===== src/rtl/mem_access_pkg.sv =====
// Shared constants for the MEM-stage data-memory initiator: opcodes, control bits,
// FSM states, byte-enable patterns and opcode decode helpers.
package mem_access_pkg;

   localparam logic [5:0] OP_LB  = 6'b100000;
   localparam logic [5:0] OP_LH  = 6'b100001;
   localparam logic [5:0] OP_LW  = 6'b100011;
   localparam logic [5:0] OP_LBU = 6'b100100;
   localparam logic [5:0] OP_LHU = 6'b100101;
   localparam logic [5:0] OP_SB  = 6'b101000;
   localparam logic [5:0] OP_SH  = 6'b101001;
   localparam logic [5:0] OP_SW  = 6'b101011;

   localparam int WB_MEMWRITE = 0;
   localparam int WB_MEMREAD  = 1;

   localparam logic [3:0] BE_ALL     = 4'b1111;
   localparam logic [3:0] BE_LO_HALF = 4'b0011;
   localparam logic [3:0] BE_HI_HALF = 4'b1100;
   localparam logic [3:0] BE_BYTE0   = 4'b0001;

   typedef enum logic [1:0] {
      ST_IDLE = 2'd0,
      ST_REQ  = 2'd1,
      ST_DONE = 2'd2
   } state_t;

   // Opcodes that do not match the access direction fall back to the word form.
   function automatic logic [5:0] eff_op(input logic wr, input logic [5:0] op);
      if (wr)
         return (op == OP_SB || op == OP_SH || op == OP_SW) ? op : OP_SW;
      return (op == OP_LB || op == OP_LH || op == OP_LW || op == OP_LBU || op == OP_LHU) ? op : OP_LW;
   endfunction

   function automatic logic misaligned(input logic [5:0] op, input logic [1:0] a);
      case (op)
         OP_LH, OP_LHU, OP_SH: return a[0];
         OP_LW, OP_SW:         return (a != 2'b00);
         default:              return 1'b0;
      endcase
   endfunction

endpackage


===== src/rtl/dmem_lane_fmt.sv =====
// Combinational lane logic: store byte-enables and replicated write data,
// plus load lane extraction with sign or zero extension.
module dmem_lane_fmt
   import mem_access_pkg::*;
(
   input  logic [5:0]  op_i,
   input  logic [1:0]  addr_lo_i,
   input  logic [31:0] rt_i,
   input  logic [31:0] rdata_i,
   output logic [3:0]  be_o,
   output logic [31:0] wdata_o,
   output logic [31:0] rfmt_o
);

   logic [7:0]  byte_sel;
   logic [15:0] half_sel;

   always_comb begin
      byte_sel = rdata_i[{addr_lo_i, 3'b000} +: 8];
      half_sel = addr_lo_i[1] ? rdata_i[31:16] : rdata_i[15:0];
      be_o     = BE_ALL;
      wdata_o  = '0;
      rfmt_o   = rdata_i;
      case (op_i)
         OP_SB: begin
            be_o    = BE_BYTE0 << addr_lo_i;
            wdata_o = {4{rt_i[7:0]}};
         end
         OP_SH: begin
            be_o    = addr_lo_i[1] ? BE_HI_HALF : BE_LO_HALF;
            wdata_o = {2{rt_i[15:0]}};
         end
         OP_SW:  wdata_o = rt_i;
         OP_LB:  rfmt_o  = {{24{byte_sel[7]}}, byte_sel};
         OP_LBU: rfmt_o  = {24'h0, byte_sel};
         OP_LH:  rfmt_o  = {{16{half_sel[15]}}, half_sel};
         OP_LHU: rfmt_o  = {16'h0, half_sel};
         default: ;
      endcase
   end

endmodule


===== src/rtl/dmem_access_ctrl.sv =====
// MEM-stage req/ack initiator toward a variable-latency data memory; stalls the
// pipeline while a transaction is outstanding and aborts on timeout.
module dmem_access_ctrl
   import mem_access_pkg::*;
#(
   parameter int TIMEOUT_CYCLES = 255,
   parameter int ADDR_W         = 32
) (
   input  logic              CLK,
   input  logic              RESET,
   input  logic [4:0]        WB_MEM,
   input  logic [5:0]        MEM_Opcode,
   input  logic [ADDR_W-1:0] MEM_ALU_RESULT,
   input  logic [31:0]       MEM_RT_DATA,
   output logic              Mem_Req,
   output logic              Mem_We,
   output logic [ADDR_W-1:0] Mem_Addr,
   output logic [31:0]       Mem_WData,
   output logic [3:0]        Mem_BE,
   input  logic              Mem_Ack,
   input  logic [31:0]       Mem_RData,
   output logic [31:0]       Read_data,
   output logic              Stall,
   output logic              Align_Err,
   output logic              Bus_Err
);

   localparam logic [7:0] TO_LAST = 8'(TIMEOUT_CYCLES - 1);

   state_t            state_q, state_d;
   logic [7:0]        cnt_q, cnt_d;
   logic              req_q, req_d, we_q, we_d, aerr_q, aerr_d, berr_q, berr_d;
   logic [ADDR_W-1:0] addr_q, addr_d;
   logic [31:0]       wdata_q, wdata_d, rdata_q, rdata_d;
   logic [3:0]        be_q, be_d;
   logic [5:0]        op_q, op_d, op_live, fmt_op;
   logic [1:0]        alo_q, alo_d, fmt_alo;
   logic              access, mis;
   logic [3:0]        lane_be;
   logic [31:0]       lane_wdata, lane_rfmt;
   logic              unused_wb;

   assign unused_wb = ^WB_MEM[4:2];

   // The lane formatter sees the live EX/MEM inputs at issue and the captured op/lane afterwards.
   assign fmt_op  = (state_q == ST_IDLE) ? op_live : op_q;
   assign fmt_alo = (state_q == ST_IDLE) ? MEM_ALU_RESULT[1:0] : alo_q;

   dmem_lane_fmt u_fmt (
      .op_i      (fmt_op),
      .addr_lo_i (fmt_alo),
      .rt_i      (MEM_RT_DATA),
      .rdata_i   (Mem_RData),
      .be_o      (lane_be),
      .wdata_o   (lane_wdata),
      .rfmt_o    (lane_rfmt)
   );

   always_comb begin
      access  = WB_MEM[WB_MEMWRITE] | WB_MEM[WB_MEMREAD];
      op_live = eff_op(WB_MEM[WB_MEMWRITE], MEM_Opcode);
      mis     = misaligned(op_live, MEM_ALU_RESULT[1:0]);
      state_d = state_q;
      cnt_d   = cnt_q;
      req_d   = req_q;
      we_d    = we_q;
      addr_d  = addr_q;
      wdata_d = wdata_q;
      be_d    = be_q;
      rdata_d = rdata_q;
      op_d    = op_q;
      alo_d   = alo_q;
      aerr_d  = 1'b0;
      berr_d  = 1'b0;
      Stall   = 1'b0;
      case (state_q)
         ST_IDLE: begin
            if (access && mis) begin
               aerr_d = 1'b1;
            end else if (access) begin
               Stall   = 1'b1;
               req_d   = 1'b1;
               we_d    = WB_MEM[WB_MEMWRITE];
               addr_d  = {MEM_ALU_RESULT[ADDR_W-1:2], 2'b00};
               wdata_d = lane_wdata;
               be_d    = lane_be;
               op_d    = op_live;
               alo_d   = MEM_ALU_RESULT[1:0];
               cnt_d   = '0;
               state_d = ST_REQ;
            end
         end
         ST_REQ: begin
            Stall = 1'b1;
            if (Mem_Ack) begin
               req_d   = 1'b0;
               if (!we_q) rdata_d = lane_rfmt;
               state_d = ST_DONE;
            end else if (cnt_q == TO_LAST) begin
               req_d   = 1'b0;
               berr_d  = 1'b1;
               rdata_d = '0;
               state_d = ST_DONE;
            end else begin
               cnt_d = cnt_q + 8'd1;
            end
         end
         ST_DONE: begin
            cnt_d   = '0;
            state_d = ST_IDLE;
         end
         default: state_d = ST_IDLE;
      endcase
   end

   always_ff @(posedge CLK) begin
      if (RESET) begin
         state_q <= ST_IDLE;
         cnt_q   <= '0;
         req_q   <= 1'b0;
         we_q    <= 1'b0;
         addr_q  <= '0;
         wdata_q <= '0;
         be_q    <= '0;
         rdata_q <= '0;
         op_q    <= '0;
         alo_q   <= '0;
         aerr_q  <= 1'b0;
         berr_q  <= 1'b0;
      end else begin
         state_q <= state_d;
         cnt_q   <= cnt_d;
         req_q   <= req_d;
         we_q    <= we_d;
         addr_q  <= addr_d;
         wdata_q <= wdata_d;
         be_q    <= be_d;
         rdata_q <= rdata_d;
         op_q    <= op_d;
         alo_q   <= alo_d;
         aerr_q  <= aerr_d;
         berr_q  <= berr_d;
      end
   end

   assign Mem_Req   = req_q;
   assign Mem_We    = we_q;
   assign Mem_Addr  = addr_q;
   assign Mem_WData = wdata_q;
   assign Mem_BE    = be_q;
   assign Read_data = rdata_q;
   assign Align_Err = aerr_q;
   assign Bus_Err   = berr_q;

endmodule


===== config.mk =====
export PLATFORM = sky130hd
export DESIGN_NAME = dmem_access_ctrl
export DESIGN_NICKNAME = d
export VERILOG_FILES = /design/src/rtl/mem_access_pkg.sv /design/src/rtl/dmem_lane_fmt.sv /design/src/rtl/dmem_access_ctrl.sv
export SDC_FILE = /design/constraint.sdc
export NUM_CORES = 1
export LEC_CHECK = 0
export BUFFER_PORTS_ARGS = -buffer_cell sky130_fd_sc_hd__clkbuf_2
export CORE_MARGIN = 3
export CORE_UTILIZATION = 44
export DETAILED_ROUTE_END_ITERATION = 6
export PLACE_DENSITY_LB_ADDON = 0.12
export SYNTH_ARGS = -nofsm -noshare
export SYNTH_HDL_FRONTEND = slang
export SYNTH_HIERARCHICAL = 1
export SYNTH_SLANG_ARGS = --single-unit

===== constraint.sdc =====
create_clock -name CLK -period 2.4 [get_ports CLK]
set_input_delay 0.36 -clock CLK [delete_from_list [all_inputs] [get_ports CLK]]
set_output_delay 0.36 -clock CLK [all_outputs]
set_load 0.05 [all_outputs]

==> metrics.cfg, run 1 <==
[worst_setup_path]
path_max_fanout=34
cp.required_ns=2.69
critical_path.startpoint_type=flip-flop
cp.arrival_ns=2.60
crit_start=state_q[1]
rr_worst_depth=6
endpoint_kind=flip-flop
rr_startpoint=state_q[1]
critical_path_class=reg2reg

[final_layout]
fin_area_mm2=0.00746
stdcell_count=1076
n_antenna_cell=0
most-common-layout-cells=clkbuf_2 (207), nand2_1 (189), dfxtp_1 (120)
final_common_cell=clkbuf_2
multi_input_area_mm2=0.00285
layout.nets=1008
fillers=1128
regArea_mm2=0.00240
area_growth_pct=34.9
layout-drive-gt1-share_pct=32.6

[placed_design]
postPlaceCellArea_mm2=0.00685
portBuffers=209
dp_cells=1045
place.gp.congestion=0.900
dp_hpwl_mm=11.8

[timing]
rsz0062_at_grt=false
fin_skew_ns=0.00740
max_freq_ghz=0.434
period_needed_ns=2.31
slew_headroom_pct=65.5
worstMarginPinSlew_ns=0.517
hold_violations=0
drv_slew=0
fin_crit_sh_pct=96.1
setup_viol=0

[cts]
ctsHoldBuffers=0
cts_tree=built
cts_resized=0
path_clk_slew_ns=0.05
clkLatencyLatePin_ns=0.41
clock_path_buffers=2
cts.sinks=120
cts-htree-levels=4
cts_made_buffers=17
post-cts-setup-buffers=0
cts-root-buf=clkbuf_16

[power_and_ir_drop]
leakagePower_nw=3.42
sw_frac_of_total_pct=27.4
pwr-share-seq_pct=37.3
cellInternalPower_mw=4.10
p_per_area_mw_per_mm2=757
power.share.clock_pct=45.3
power_switching_mw=1.55
comb_power_share_pct=17.4
ir_drop_uv=350

[floorplanning]
row_count=40
die_w_um=118
die_h_um=118
io_pins=215
start_util_pct=45.5
dieArea_mm2=0.0139
core_area_mm2=0.0122

[global_route]
grt_max_degree=53
grt_pass1_vias=5398
track_usage_pct=22.8
grt_pass1_wl_mm=26.2
antenna_found_initial=0
grt_overflow_total=0

[logic_synthesis]
syn-cell-area_mm2=0.00553
synth-edff-count=0
yosys_warnings=6
async_flop_share_pct=0
synth_seq_area_share_pct=43.4
ys_ff_latch=120
syn_area_per_cell_um2=8.05
ys_types=55
synth_cells=687
synth_ff_type=dfxtp_1

[min_path]
min_path_cells=2
hp-class=in2reg
hold_start=RESET

[status]
status=completed

[routing]
drt_iter0_drc=386
wl_per_cell_um=15.0
viasPerCell=5.22
ant_nets=0
drcViolationCount=0
routed_wl_mm=16.2
route.vias.total=5612
first_pass_iters=5

[job]
cap_violations=0

==> synthesized netlist by cell type, drive strengths merged, types with 8 or more instances <==
cell type  number  area (um^2)
a21oi          89          457
a22o           55          482
and2            8         50.1
buf            29          184
clkbuf         23         86.3
dfxtp         120         2400
inv            12         45.1
mux2           13          146
mux2i          12          120
nand2         189          709
nor2           45          171
o21ai          17         88.8
==> flip-flops by register name, indices dropped and copies added (netlist names) <==
| signal | flops |
|---|---|
| Mem_WData | 32 |
| alo_q | 2 |
| Mem_BE | 4 |
| Mem_Req | 1 |
| cnt_q | 8 |
| Bus_Err | 1 |
| state_q | 2 |
| Mem_We | 1 |
| op_q | 6 |
| Mem_Addr | 30 |
| Align_Err | 1 |
| Read_data | 32 |
==> layout make-up <==
class,instances,share of cell area [%]
tap,168,2.82
inverter,12,0.604
sequential,120,32.2
multi-input combinational,504,38.2
timing repair buffer,241,18.1
clock inverter,9,1.64
clock buffer,22,6.36
==> power by group through the flow <==
stage / sequential, mW / combinational, mW / clock [mW]
after floorplan: 2.36 / 0.447 / 0
after global placement: 2.14 / 0.962 / 0
after detailed placement: 2.15 / 0.977 / 0
after CTS: 2.11 / 0.981 / 2.60
after global routing: 2.11 / 1.06 / 2.70
final: 2.11 / 0.985 / 2.56
==> worst max-delay path, cell delays in order, from the launching register on <==
cell     delay [ns]
dfxtp_1        0.32
nor2_2         0.19
mux2_2         0.38
or4b_1         0.63
buf_12         0.22
a22o_1         0.23
a22o_1         0.20
==> metrics by stage <==
stage          power (mW)  utilization (%)  hold WS [ns]  worst slack [ns]  setup TNS, ns
6_report             5.65             61.3         0.132            0.0935              0
3_5_place_dp         3.12             56.3         0.445           -0.0320         -0.232
5_1_grt              5.88             61.3         0.130           0.00617              0
3_3_place_gp         3.11             56.3         0.439            0.0437              0
4_1_cts              5.69             61.2         0.117            0.0966              0
2_1_floorplan        2.80                -         0.433            0.0118              0
==> path summary, 6_finish.rpt <==
| kind | to | slack, ns |
|---|---|---|
| min reg2reg | Mem_Addr[9] | 0.45 |
| min | Mem_Addr[29] | 0.13 |
| max | Read_data[11] | 0.09 |
| max reg2reg | Read_data[11] | 0.09 |
==> logic make-up after synthesis <==
family | after synthesis | share of synthesized area, %
and+or+nand+nor | 280 | 21.7
AOI/OAI and AO/OA | 194 | 23.7
DFF | 120 | 43.4
buffers and inverters | 64 | 5.70
muxes | 25 | 4.82
adders and majority gates | 2 | 0.453
other | 1 | 0.0678
xor gates and xnor gates | 1 | 0.158
==> routing by layer <==
metal	global-route usage [%]	wire length, um	share of wire, %	up-vias
met5	0	0	0	-
met4	8.79	322	2.0	0
met3	6.15	1040	6.4	26
met2	37.1	7830	48	192
met1	28.8	6970	43	2585
li1	-	-	-	2809
No activity file was read; power rests on OpenSTA's default activity.
==> run 2: changes to the inputs <==
- CELL_PAD_IN_SITES_DETAIL_PLACEMENT: not set -> 2
- CELL_PAD_IN_SITES_GLOBAL_PLACEMENT: not set -> 2
- CORE_UTILIZATION: 44 -> 27
- clock period: 2.4 -> 2.6 ns (I/O delays scaled with it)
==> metrics.cfg, run 2 (synthesized netlist as in run 1, its figures left out) <==
[global_route]
grt_max_degree=73  ; +38%
grt_overflow_total=0  ; unchanged
grt_pass1_vias=6285  ; +16%
track_usage_pct=19.0  ; -3.8 points
grt_pass1_wl_mm=33.6  ; +28%
antenna_found_initial=0  ; unchanged

[final_layout]
regArea_mm2=0.00240  ; unchanged
multi_input_area_mm2=0.00285  ; about the same
layout.nets=1008  ; unchanged
area_growth_pct=37.7
final_common_cell=clkbuf_2
layout-drive-gt1-share_pct=32.6  ; -0.036 points
fillers=2319  ; +110%
n_antenna_cell=0  ; unchanged
stdcell_count=1174  ; +9.1%
most-common-layout-cells=clkbuf_2 (207), nand2_1 (189), dfxtp_1 (120)

[cts]
path_clk_slew_ns=0.06  ; about the same
cts_tree=built
ctsHoldBuffers=0  ; unchanged
cts.sinks=120  ; unchanged
cts_made_buffers=17  ; unchanged
cts-root-buf=clkbuf_16
clock_path_buffers=2  ; unchanged
clkLatencyLatePin_ns=0.42  ; about the same
cts-htree-levels=4  ; unchanged

[worst_setup_path]
critPathBufInv=2  ; +1
cp.required_ns=2.96  ; +0.27 ns
critical_path.startpoint_type=flip-flop
crit_path_top_delay_cell=mux2_2
cp_top_family=simple AND/OR/NAND/NOR gates
worst-path-stages=9  ; +3
worstPathCellList=nor2_2 -> buf_4 -> mux2_2 -> or3b_1 -> a32oi_1 -> o211ai_4 -> buf_12 -> nand2_1 -> a22o_1
rr_worst_depth=9  ; +3
endpoint_kind=flip-flop
path_max_fanout=16  ; -53%
cp.arrival_ns=2.76  ; +0.16 ns
slowest_delay_ns=0.42  ; -0.21 ns
critical_path_class=reg2reg

[timing]
finalSetupTns_ns=0  ; unchanged
period_needed_ns=2.40  ; +0.0977 ns
fin_crit_sh_pct=92.5  ; -3.6 points
fin_skew_ns=0.00920  ; +0.00180 ns
setup_viol=0  ; unchanged
hold_violations=0  ; unchanged
worstMarginPinSlew_ns=0.659  ; +0.142 ns
slew_headroom_pct=56.1  ; -9.5 points
drv_slew=0  ; unchanged
max_freq_ghz=0.416  ; -4.1%

[routing]
routed_wl_mm=21.2  ; +31%
first_pass_iters=4  ; -1
wl_per_cell_um=18.1  ; +20%
drcViolationCount=0  ; unchanged
route.vias.total=5778  ; +3.0%
ant_nets=0  ; unchanged
viasPerCell=4.92  ; -5.6%
drt_iter0_drc=204  ; -47%

[placed_design]
portBuffers=209  ; unchanged
place.gp.congestion=0.828  ; -8.0%
dp_cells=1141  ; +9.2%
dp_hpwl_mm=15.8  ; +34%

[floorplanning]
die_w_um=149  ; +26%
row_count=51  ; +28%
die_h_um=149  ; +26%
start_util_pct=28.0  ; -18 points
dieArea_mm2=0.0222  ; +59%
core_area_mm2=0.0198  ; +63%
io_pins=215  ; unchanged

[min_path]
min_path_cells=3  ; +1
hp-class=in2reg

[power_and_ir_drop]
p_total_mw=5.25  ; -7.1%
p_per_area_mw_per_mm2=690  ; -8.9%
ir_drop_uv=429  ; +23%
leakagePower_nw=3.41  ; -0.13%

[status]
status=completed

[job]
cap_violations=0  ; unchanged

-- run 2: cell count changes in the layout (fill, tap and decap cells not counted), sizes merged --
cell | previous run | this run
clkbuf | 229 | 225
bufinv | 3 | 2
inv | 12 | 13
clkinv | 5 | 7
clkinvlp | 1 | 4
-- run 2: area by class of cell --
type	instances	share of cell area (%)
sequential	120	31.6
clock buffer	18	5.64
tap	265	4.35
inverter	12	0.592
multi-input combinational	504	37.5
clock inverter	14	2.00
timing repair buffer	241	18.4
-- run 2: path summary, 6_finish.rpt --
| path | startpoint | to | slack, ns |
|---|---|---|---|
| setup reg to reg | state_q[1] | Read_data[21] | 0.20 |
| setup / recovery | state_q[1] | Read_data[21] | 0.20 |
| hold / removal | MEM_ALU_RESULT[7] | Mem_Addr[7] | 0.19 |
| hold reg to reg | Mem_WData[14] | Mem_WData[14] | 0.46 |
-- run 2: stage by stage --
stage	setup slack [ns]	hold WS (ns)	utilization [%]	area, um^2
after floorplan	0.0512	0.433	-	5530
after global placement	0.00760	0.441	35.4	7000
after detailed placement	-0.167	0.453	35.4	7000
after CTS	0.0169	0.166	38.4	7590
after global routing	-0.00126	0.178	38.5	7610
final	0.196	0.186	38.5	7610
-- run 2: timing repair --
item                                    CTS  global route
gates cloned                              0             0
pin swaps                                 0             1
gates resized for setup                   1             2
endpoints found under the setup margin   16            28
buffers inserted                          0             1
-- run 2: tightest hold or removal path: stages --
cell and delay [ns]:
clkbuf_2 0.08, nand2_1 0.05, a21oi_1 0.05
-- run 2: where the power goes --
group | internal (mW) | switching (mW)
registers | 1.91 | 0.0368
logic | 0.323 | 0.634
clock network | 1.41 | 0.936
total | 3.64 | 1.61
-- run 2: routing by layer --
metal	vias up	GRT usage, %	share of wire [%]
met4	0	5.63	1.2
li1	2791	-	-
met5	-	0	0
met3	21	4.92	6.0
met2	144	32.7	50
met1	2822	23.6	43
